--- config.mk ---
export PLATFORM = sky130hd
export DESIGN_NAME = fetch_unit_flat
export DESIGN_NICKNAME = d
export VERILOG_FILES = /design/src/rtl/fetch_unit_if.sv /design/src/rtl/fetch_unit.sv /design/src/flat_wrapper.sv
export SDC_FILE = /design/constraint.sdc
export NUM_CORES = 1
export LEC_CHECK = 0
export BUFFER_PORTS_ARGS = -buffer_cell sky130_fd_sc_hd__buf_2
export CAP_MARGIN = 20
export CORE_MARGIN = 3
export CORE_UTILIZATION = 62
export DETAILED_ROUTE_END_ITERATION = 6
export PLACE_DENSITY = 0.95
export SLEW_MARGIN = 10
export SYNTH_ARGS = -nofsm -noshare
export SYNTH_HDL_FRONTEND = slang
export SYNTH_SLANG_ARGS = --single-unit
--- constraint.sdc ---
create_clock -name clk -period 5.9 [get_ports clk]
set_input_delay 0.295 -clock clk [delete_from_list [all_inputs] [get_ports clk]]
set_output_delay 0.295 -clock clk [all_outputs]
set_load 0.02 [all_outputs]
--- src/rtl/fetch_unit_if.sv ---
// Signal bundle between the fetch stage and its surroundings: ID-stage control,
// instruction memory, the IF/ID register outputs and RAS status.
interface fetch_unit_if #(
  parameter int PC_W    = 16,
  parameter int INSTR_W = 16
);
  logic               stall;
  logic [1:0]         PcSrc;
  logic               kill;
  logic               is_call;
  logic [PC_W-1:0]    jump_target;
  logic [PC_W-1:0]    branch_target;
  logic [PC_W-1:0]    imem_addr;
  logic [INSTR_W-1:0] imem_data;
  logic [INSTR_W-1:0] IF_ID_instr;
  logic [PC_W-1:0]    IF_ID_pc;
  logic               IF_ID_valid;
  logic [PC_W-1:0]    ret_addr;
  logic               ras_overflow;
  logic               ras_underflow;

  // The fetch unit is the slave; ID control and instruction memory act as master.
  modport slave (
    input  stall, PcSrc, kill, is_call, jump_target, branch_target, imem_data,
    output imem_addr, IF_ID_instr, IF_ID_pc, IF_ID_valid, ret_addr,
           ras_overflow, ras_underflow
  );

  modport master (
    output stall, PcSrc, kill, is_call, jump_target, branch_target, imem_data,
    input  imem_addr, IF_ID_instr, IF_ID_pc, IF_ID_valid, ret_addr,
           ras_overflow, ras_underflow
  );
endinterface

--- src/rtl/fetch_unit.sv ---
// Instruction-fetch stage with IF/ID pipeline register and a circular
// return-address stack for CALL/RET redirects.
module fetch_unit #(
  parameter int               PC_W      = 16,
  parameter int               INSTR_W   = 16,
  parameter int               RAS_DEPTH = 8,
  parameter logic [PC_W-1:0]  RESET_PC  = 16'h0000,
  parameter logic [INSTR_W-1:0] NOP_INSTR = 16'h0000
) (
  input logic        clk,
  input logic        reset,
  fetch_unit_if.slave bus
);

  localparam int PTR_W = $clog2(RAS_DEPTH);
  localparam int CNT_W = PTR_W + 1;

  typedef enum logic [1:0] {
    SRC_SEQ    = 2'd0,
    SRC_JUMP   = 2'd1,
    SRC_BRANCH = 2'd2,
    SRC_RAS    = 2'd3
  } pc_src_e;

  logic [PC_W-1:0]    r_pc;
  logic [INSTR_W-1:0] r_if_instr;
  logic [PC_W-1:0]    r_if_pc;
  logic               r_if_valid;

  logic [PC_W-1:0]    r_ras [RAS_DEPTH];
  logic [PTR_W-1:0]   r_sp;       // next free slot; top lives at r_sp-1
  logic [CNT_W-1:0]   r_count;
  logic               r_overflow;
  logic               r_underflow;

  pc_src_e            w_src;
  logic               w_redirect;
  logic               w_push;
  logic               w_pop;
  logic               w_ras_empty;
  logic               w_ras_full;
  logic [PTR_W-1:0]   w_top_idx;
  logic [PC_W-1:0]    w_ras_top;
  logic [PC_W-1:0]    w_pc_inc;
  logic [PC_W-1:0]    w_ret_push;
  logic [PC_W-1:0]    w_next_pc;

  assign w_src       = pc_src_e'(bus.PcSrc);
  assign w_redirect  = bus.kill & ~bus.stall;
  assign w_push      = w_redirect && (w_src == SRC_JUMP) && bus.is_call;
  assign w_pop       = w_redirect && (w_src == SRC_RAS);
  assign w_ras_empty = (r_count == '0);
  assign w_ras_full  = (r_count == CNT_W'(RAS_DEPTH));
  assign w_top_idx   = r_sp - 1'b1;
  assign w_ras_top   = w_ras_empty ? '0 : r_ras[w_top_idx];
  assign w_pc_inc    = r_pc + 1'b1;
  assign w_ret_push  = r_if_pc + 1'b1;

  // NOTE: every combinational output gets a default first so no latch is inferred.
  always_comb begin
    w_next_pc = w_pc_inc;
    if (w_redirect) begin
      unique case (w_src)
        SRC_SEQ:    w_next_pc = w_pc_inc;
        SRC_JUMP:   w_next_pc = bus.jump_target;
        SRC_BRANCH: w_next_pc = bus.branch_target;
        SRC_RAS:    w_next_pc = w_ras_empty ? RESET_PC : w_ras_top;
        default:    w_next_pc = w_pc_inc;
      endcase
    end
  end

  // NOTE: state registers use non-blocking assignments so every flop samples pre-edge values.
  always_ff @(posedge clk or posedge reset) begin
    if (reset) begin
      r_pc       <= RESET_PC;
      r_if_instr <= NOP_INSTR;
      r_if_pc    <= '0;
      r_if_valid <= 1'b0;
    end else if (!bus.stall) begin
      r_pc <= w_next_pc;
      if (w_redirect) begin
        r_if_instr <= NOP_INSTR;
        r_if_pc    <= r_pc;
        r_if_valid <= 1'b0;
      end else begin
        r_if_instr <= bus.imem_data;
        r_if_pc    <= r_pc;
        r_if_valid <= 1'b1;
      end
    end
  end

  always_ff @(posedge clk or posedge reset) begin
    if (reset) begin
      r_sp        <= '0;
      r_count     <= '0;
      r_overflow  <= 1'b0;
      r_underflow <= 1'b0;
    end else if (w_push) begin
      // A full stack wraps onto its oldest slot, so the count saturates.
      r_sp <= r_sp + 1'b1;
      if (w_ras_full) begin
        r_overflow <= 1'b1;
      end else begin
        r_count <= r_count + 1'b1;
      end
    end else if (w_pop) begin
      if (w_ras_empty) begin
        r_underflow <= 1'b1;
      end else begin
        r_sp    <= w_top_idx;
        r_count <= r_count - 1'b1;
      end
    end
  end

  // NOTE: the RAS storage is left unreset; r_count gates every read, so stale entries are never visible.
  always_ff @(posedge clk) begin
    if (w_push) begin
      r_ras[r_sp] <= w_ret_push;
    end
  end

  assign bus.imem_addr     = r_pc;
  assign bus.IF_ID_instr   = r_if_instr;
  assign bus.IF_ID_pc      = r_if_pc;
  assign bus.IF_ID_valid   = r_if_valid;
  assign bus.ret_addr      = w_ras_top;
  assign bus.ras_overflow  = r_overflow;
  assign bus.ras_underflow = r_underflow;

endmodule

--- src/flat_wrapper.sv ---
// flat-port wrapper written by rule: the top's interface ports become plain ports
module fetch_unit_flat 
#(
  parameter int               PC_W      = 16,
  parameter int               INSTR_W   = 16,
  parameter int               RAS_DEPTH = 8,
  parameter logic [PC_W-1:0]  RESET_PC  = 16'h0000,
  parameter logic [INSTR_W-1:0] NOP_INSTR = 16'h0000
)
  (clk, reset, bus_stall, bus_PcSrc, bus_kill, bus_is_call, bus_jump_target, bus_branch_target, bus_imem_data, bus_imem_addr, bus_IF_ID_instr, bus_IF_ID_pc, bus_IF_ID_valid, bus_ret_addr, bus_ras_overflow, bus_ras_underflow);
  fetch_unit_if #(.PC_W(PC_W), .INSTR_W(INSTR_W)) bus_i ();
  input logic clk;
  input logic reset;
  input wire logic [$bits(bus_i.stall)-1:0] bus_stall;
  input wire logic [$bits(bus_i.PcSrc)-1:0] bus_PcSrc;
  input wire logic [$bits(bus_i.kill)-1:0] bus_kill;
  input wire logic [$bits(bus_i.is_call)-1:0] bus_is_call;
  input wire logic [$bits(bus_i.jump_target)-1:0] bus_jump_target;
  input wire logic [$bits(bus_i.branch_target)-1:0] bus_branch_target;
  input wire logic [$bits(bus_i.imem_data)-1:0] bus_imem_data;
  output wire logic [$bits(bus_i.imem_addr)-1:0] bus_imem_addr;
  output wire logic [$bits(bus_i.IF_ID_instr)-1:0] bus_IF_ID_instr;
  output wire logic [$bits(bus_i.IF_ID_pc)-1:0] bus_IF_ID_pc;
  output wire logic [$bits(bus_i.IF_ID_valid)-1:0] bus_IF_ID_valid;
  output wire logic [$bits(bus_i.ret_addr)-1:0] bus_ret_addr;
  output wire logic [$bits(bus_i.ras_overflow)-1:0] bus_ras_overflow;
  output wire logic [$bits(bus_i.ras_underflow)-1:0] bus_ras_underflow;
  assign bus_i.stall = bus_stall;
  assign bus_i.PcSrc = bus_PcSrc;
  assign bus_i.kill = bus_kill;
  assign bus_i.is_call = bus_is_call;
  assign bus_i.jump_target = bus_jump_target;
  assign bus_i.branch_target = bus_branch_target;
  assign bus_i.imem_data = bus_imem_data;
  assign bus_imem_addr = bus_i.imem_addr;
  assign bus_IF_ID_instr = bus_i.IF_ID_instr;
  assign bus_IF_ID_pc = bus_i.IF_ID_pc;
  assign bus_IF_ID_valid = bus_i.IF_ID_valid;
  assign bus_ret_addr = bus_i.ret_addr;
  assign bus_ras_overflow = bus_i.ras_overflow;
  assign bus_ras_underflow = bus_i.ras_underflow;
  fetch_unit #(.PC_W(PC_W), .INSTR_W(INSTR_W), .RAS_DEPTH(RAS_DEPTH), .RESET_PC(RESET_PC), .NOP_INSTR(NOP_INSTR)) u_core (.clk(clk), .reset(reset), .bus(bus_i));
endmodule
==> results.py <==
metrics = {
    "outcome": {
        "status": "complete, no violations",
    },
    "sta": {
        "final_hold_vio_count": 0,
        "report.final.setup_viol": 0,
        "finalClockSkew_ns": 0.01015,
        "grt_setup_unrepaired": "false",
        "max_slew_headroom_pct": 23.97,
        "fin_tns_setup_ns": 0,
        "timing.fmax_ghz": 0.2427,
        "finalCriticalPeriod_ns": 4.121,
        "finalCritPeriodShare_pct": 69.85,
        "finalMaxSlewViolations": 0,
        "tightest_slew_ns": 1.139,
    },
    "floorplanning": {
        "fp.dieArea_um2": 14990,
        "initial_utilization_pct": 65.01,
        "placementRows": 41,
        "die_width_um": 122.4,
        "ios": 122,
        "core_area_um2": 12930,
        "die-height_um": 122.4,
    },
    "yosys": {
        "synth.most_common_cell": "edfxtp_1",
        "synth_top_cells_by_area": "edfxtp_1 (46%), dfrtp_1 (17%), mux4_2 (5.4%), nand2_1 (3.2%), o21ai_0 (2.2%)",
        "synthesized_nets": 681,
        "post_synth_most_frequent_cells": "edfxtp_1 (128), nand2_1 (71), dfrtp_1 (58)",
        "synthArstFlopShare_pct": 31.18,
        "post-synth-top-area-fraction_pct": 45.73,
        "yosys_warnings": 0,
        "ys_seq_elements": 186,
        "seq_area_frac_synth_pct": 63.00,
        "post_synthesis_cell_area_um2": 8404,
        "ys.flop_type": "edfxtp_1",
        "synth-edff-count": 128,
        "syn-instance-count": 620,
        "post_synth.cell_area_avg_um2": 13.56,
        "synth_area_leader_cell": "edfxtp_1",
        "yosys.cell_types.count": 61,
    },
    "setup_path": {
        "timing.critical_path.cells": "buf_4, inv_1, ha_1, buf_4, nor3b_1, mux2i_1, nand4_1, nor2_1, buf_2",
        "timing.critical_path.slowest_cell_delay_ns": 0.67,
        "timing.critical_path.fanout_max": 46,
        "timing.critical_path.required_ns": 5.61,
        "worstSetupEndpointType": "primary output",
        "cp.arrival_ns": 3.83,
        "timing.critical_path.buf_inv": 4,
        "path_type_of_the_worst_setup_path": "flop to primary output",
        "worst_path_most_repeated_cell": "buf_4",
        "worst_path_dominant_cell_family": "buffers and inverters",
        "critPathSlowestCell": "ha_1",
        "cp-start-kind": "flop",
    },
    "final_layout": {
        "area.growth.synth_to_final_pct": 15.50,
        "postLayoutCoreUtil_pct": 75.09,
        "count_of_antenna_diodes_in_the_layout": 0,
        "layout.nets": 791,
        "share_of_layout_cells_above_drive_strength_1_pct": 29.07,
        "final_area_um2": 9707,
        "n_fill_cell": 717,
    },
    "routing": {
        "drtIter0Drc": 1356,
        "post_drt_via_cell_ratio": 6.907,
        "detail_route.drc_violations": 0,
        "dr_total_vias": 6320,
        "wire_per_inst_um": 24.81,
        "routed_wirelength_mm": 22.70,
        "detail_route.first_pass.iterations": 6,
        "drt.antenna.violating_nets": 0,
    },
    "global_routing": {
        "grt_overflow_total": 0,
        "grt_antenna_before_repair": 0,
        "number_of_global_route_vias_before_repair": 5910,
        "groute.usage.overall_pct": 30.54,
        "grt_max_degree": 59,
        "grt_first_pass_wirelength_mm": 33.78,
    },
    "cts": {
        "clk-insertion-delay-late_ns": 0.43,
        "cts_setup_buffers": 0,
        "clock_tree.htree_level_count": 4,
        "cts.reportedPaths.clkPinSlew_ns": 0.07,
        "post_cts_hold_buffer_count": 0,
        "cts-buffers-inserted": 17,
        "cts_buffer_depth": 2,
        "clock_tree_from_tritoncts": "built",
        "clkSinkCount": 186,
        "clock-root-buffer": "clkbuf_16",
        "resized_cells_post_cts": 0,
    },
    "pwr": {
        "power_density_nw_per_um2": 512.7,
        "leakagePower_nw": 3.737,
        "vdd.ir_drop.worst_mv": 0.2921,
    },
    "flow_run": {
        "max-cap-violations": 0,
    },
    "placed_design": {
        "detailed_place.area_um2": 9136,
        "hpwlAfterDp_mm": 14.65,
        "io_buffers": 121,
        "gp_congestion": 0.9511,
    },
    "hold_path": {
        "worst_hold_path_type": "primary input to async pin",
    },
}
## layer usage
| layer | part of all wire [%] | track usage, % | up-vias |
|---|---|---|---|
| li1 | - | - | 2576 |
| met1 | 34 | 40.10 | 3007 |
| met2 | 48 | 49.81 | 633 |
| met3 | 14 | 6.866 | 104 |
| met4 | 4.1 | 12.88 | 0 |
| met5 | 0 | 0 | - |
## flip-flops by register name (all words and copies together), names as in the netlist
| signal | count |
|---|---|
| u_core.bus.IF_ID_instr | 16 |
| u_core.bus.IF_ID_pc | 16 |
| u_core.bus.IF_ID_valid | 1 |
| u_core.bus.imem_addr | 16 |
| u_core.bus.ras_overflow | 1 |
| u_core.bus.ras_underflow | 1 |
| u_core.r_count | 4 |
| u_core.r_ras | 128 |
| u_core.r_sp | 3 |
## where the power goes
group,internal [mW],switching (mW)
Clock,0.554,0.523
Sequential,1.62,0.241
Combinational,0.740,1.30
## per-stage QoR
stage                     hold WS (ns)  std cells  worst slack, ns  power, mW
after CTS                      0.08885        914            1.945      4.928
final                          0.06463        915            1.779      4.977
after global placement          0.4615        882            2.572      3.745
after global routing            0.1224        915            1.653      5.154
after floorplan                 0.4398        620            2.898      3.197
after detailed placement        0.4573        882            2.434      3.834
## cell usage in the layout (no fill, tap or decap), types with 7 or more instances in the layout
cell         n
clkbuf_16   17
buf_4        9
nand3_1     17
and3_1       7
a22oi_1      7
inv_1       13
nor2_1      27
o21ai_0     37
dfrtp_1     57
a21oi_1     27
nand4_1     14
mux4_2      20
mux2i_1     16
mux2_2      14
nand2_1     71
edfxtp_1   128
xnor2_1     18
buf_2      121
## final timing paths
path                                                          start                               endpoint  slack, ns  depth (start not counted)
max in group asynchronous                                     reset             u_core.r_sp[0]$_DFFE_PP0P_       5.32                          3
min in group clk                                   bus_imem_data[9]  u_core.bus.IF_ID_instr[9]$_DFFE_PP0N_       0.13                          3
worst min-delay path                                          reset    u_core.bus.ras_overflow$_DFFE_PP0P_       0.06                          3
worst min register to register  u_core.bus.ras_overflow$_DFFE_PP0P_    u_core.bus.ras_overflow$_DFFE_PP0P_       0.47                          1
worst max-delay path                     u_core.r_sp[0]$_DFFE_PP0P_                        bus_ret_addr[4]       1.78                          9
worst max register to register           u_core.r_sp[0]$_DFFE_PP0P_    u_core.bus.imem_addr[4]$_DFFE_PP0N_       2.41                          9
## final cells by class
class | instances | area [um2] | share of cell area [%]
flip-flops and latches | 186 | 5296 | 54.56
multi-input cells | 379 | 2893 | 29.80
repair buffers | 131 | 684.4 | 7.051
clock buffers | 17 | 425.4 | 4.383
well taps | 172 | 215.2 | 2.217
clock inverters | 15 | 133.9 | 1.379
inverters | 15 | 58.81 | 0.6058
## worst reg2reg max path: stages, from the launching register on
cell and delay (ns):
dfrtp_2 0.34, buf_4 0.58, inv_1 0.26, ha_1 0.68, buf_4 0.44, nor3b_1 0.39, mux2i_1 0.17, nand4_1 0.27
nor2_1 0.09, o21a_1 0.17
## cells by family (layout without fill, tap and decap cells)
group | count (synthesis) | in the layout | share of synthesized area, %
compound gates | 114 | 114 | 8.561
xor+xnor | 23 | 23 | 2.486
fa+ha+maj | 6 | 6 | 0.8932
buf+inv | 55 | 178 | 3.320
flops | 186 | 186 | 63.00
mux | 57 | 57 | 11.20
simple gates | 179 | 179 | 10.54
(Power assumes the default switching activity.)
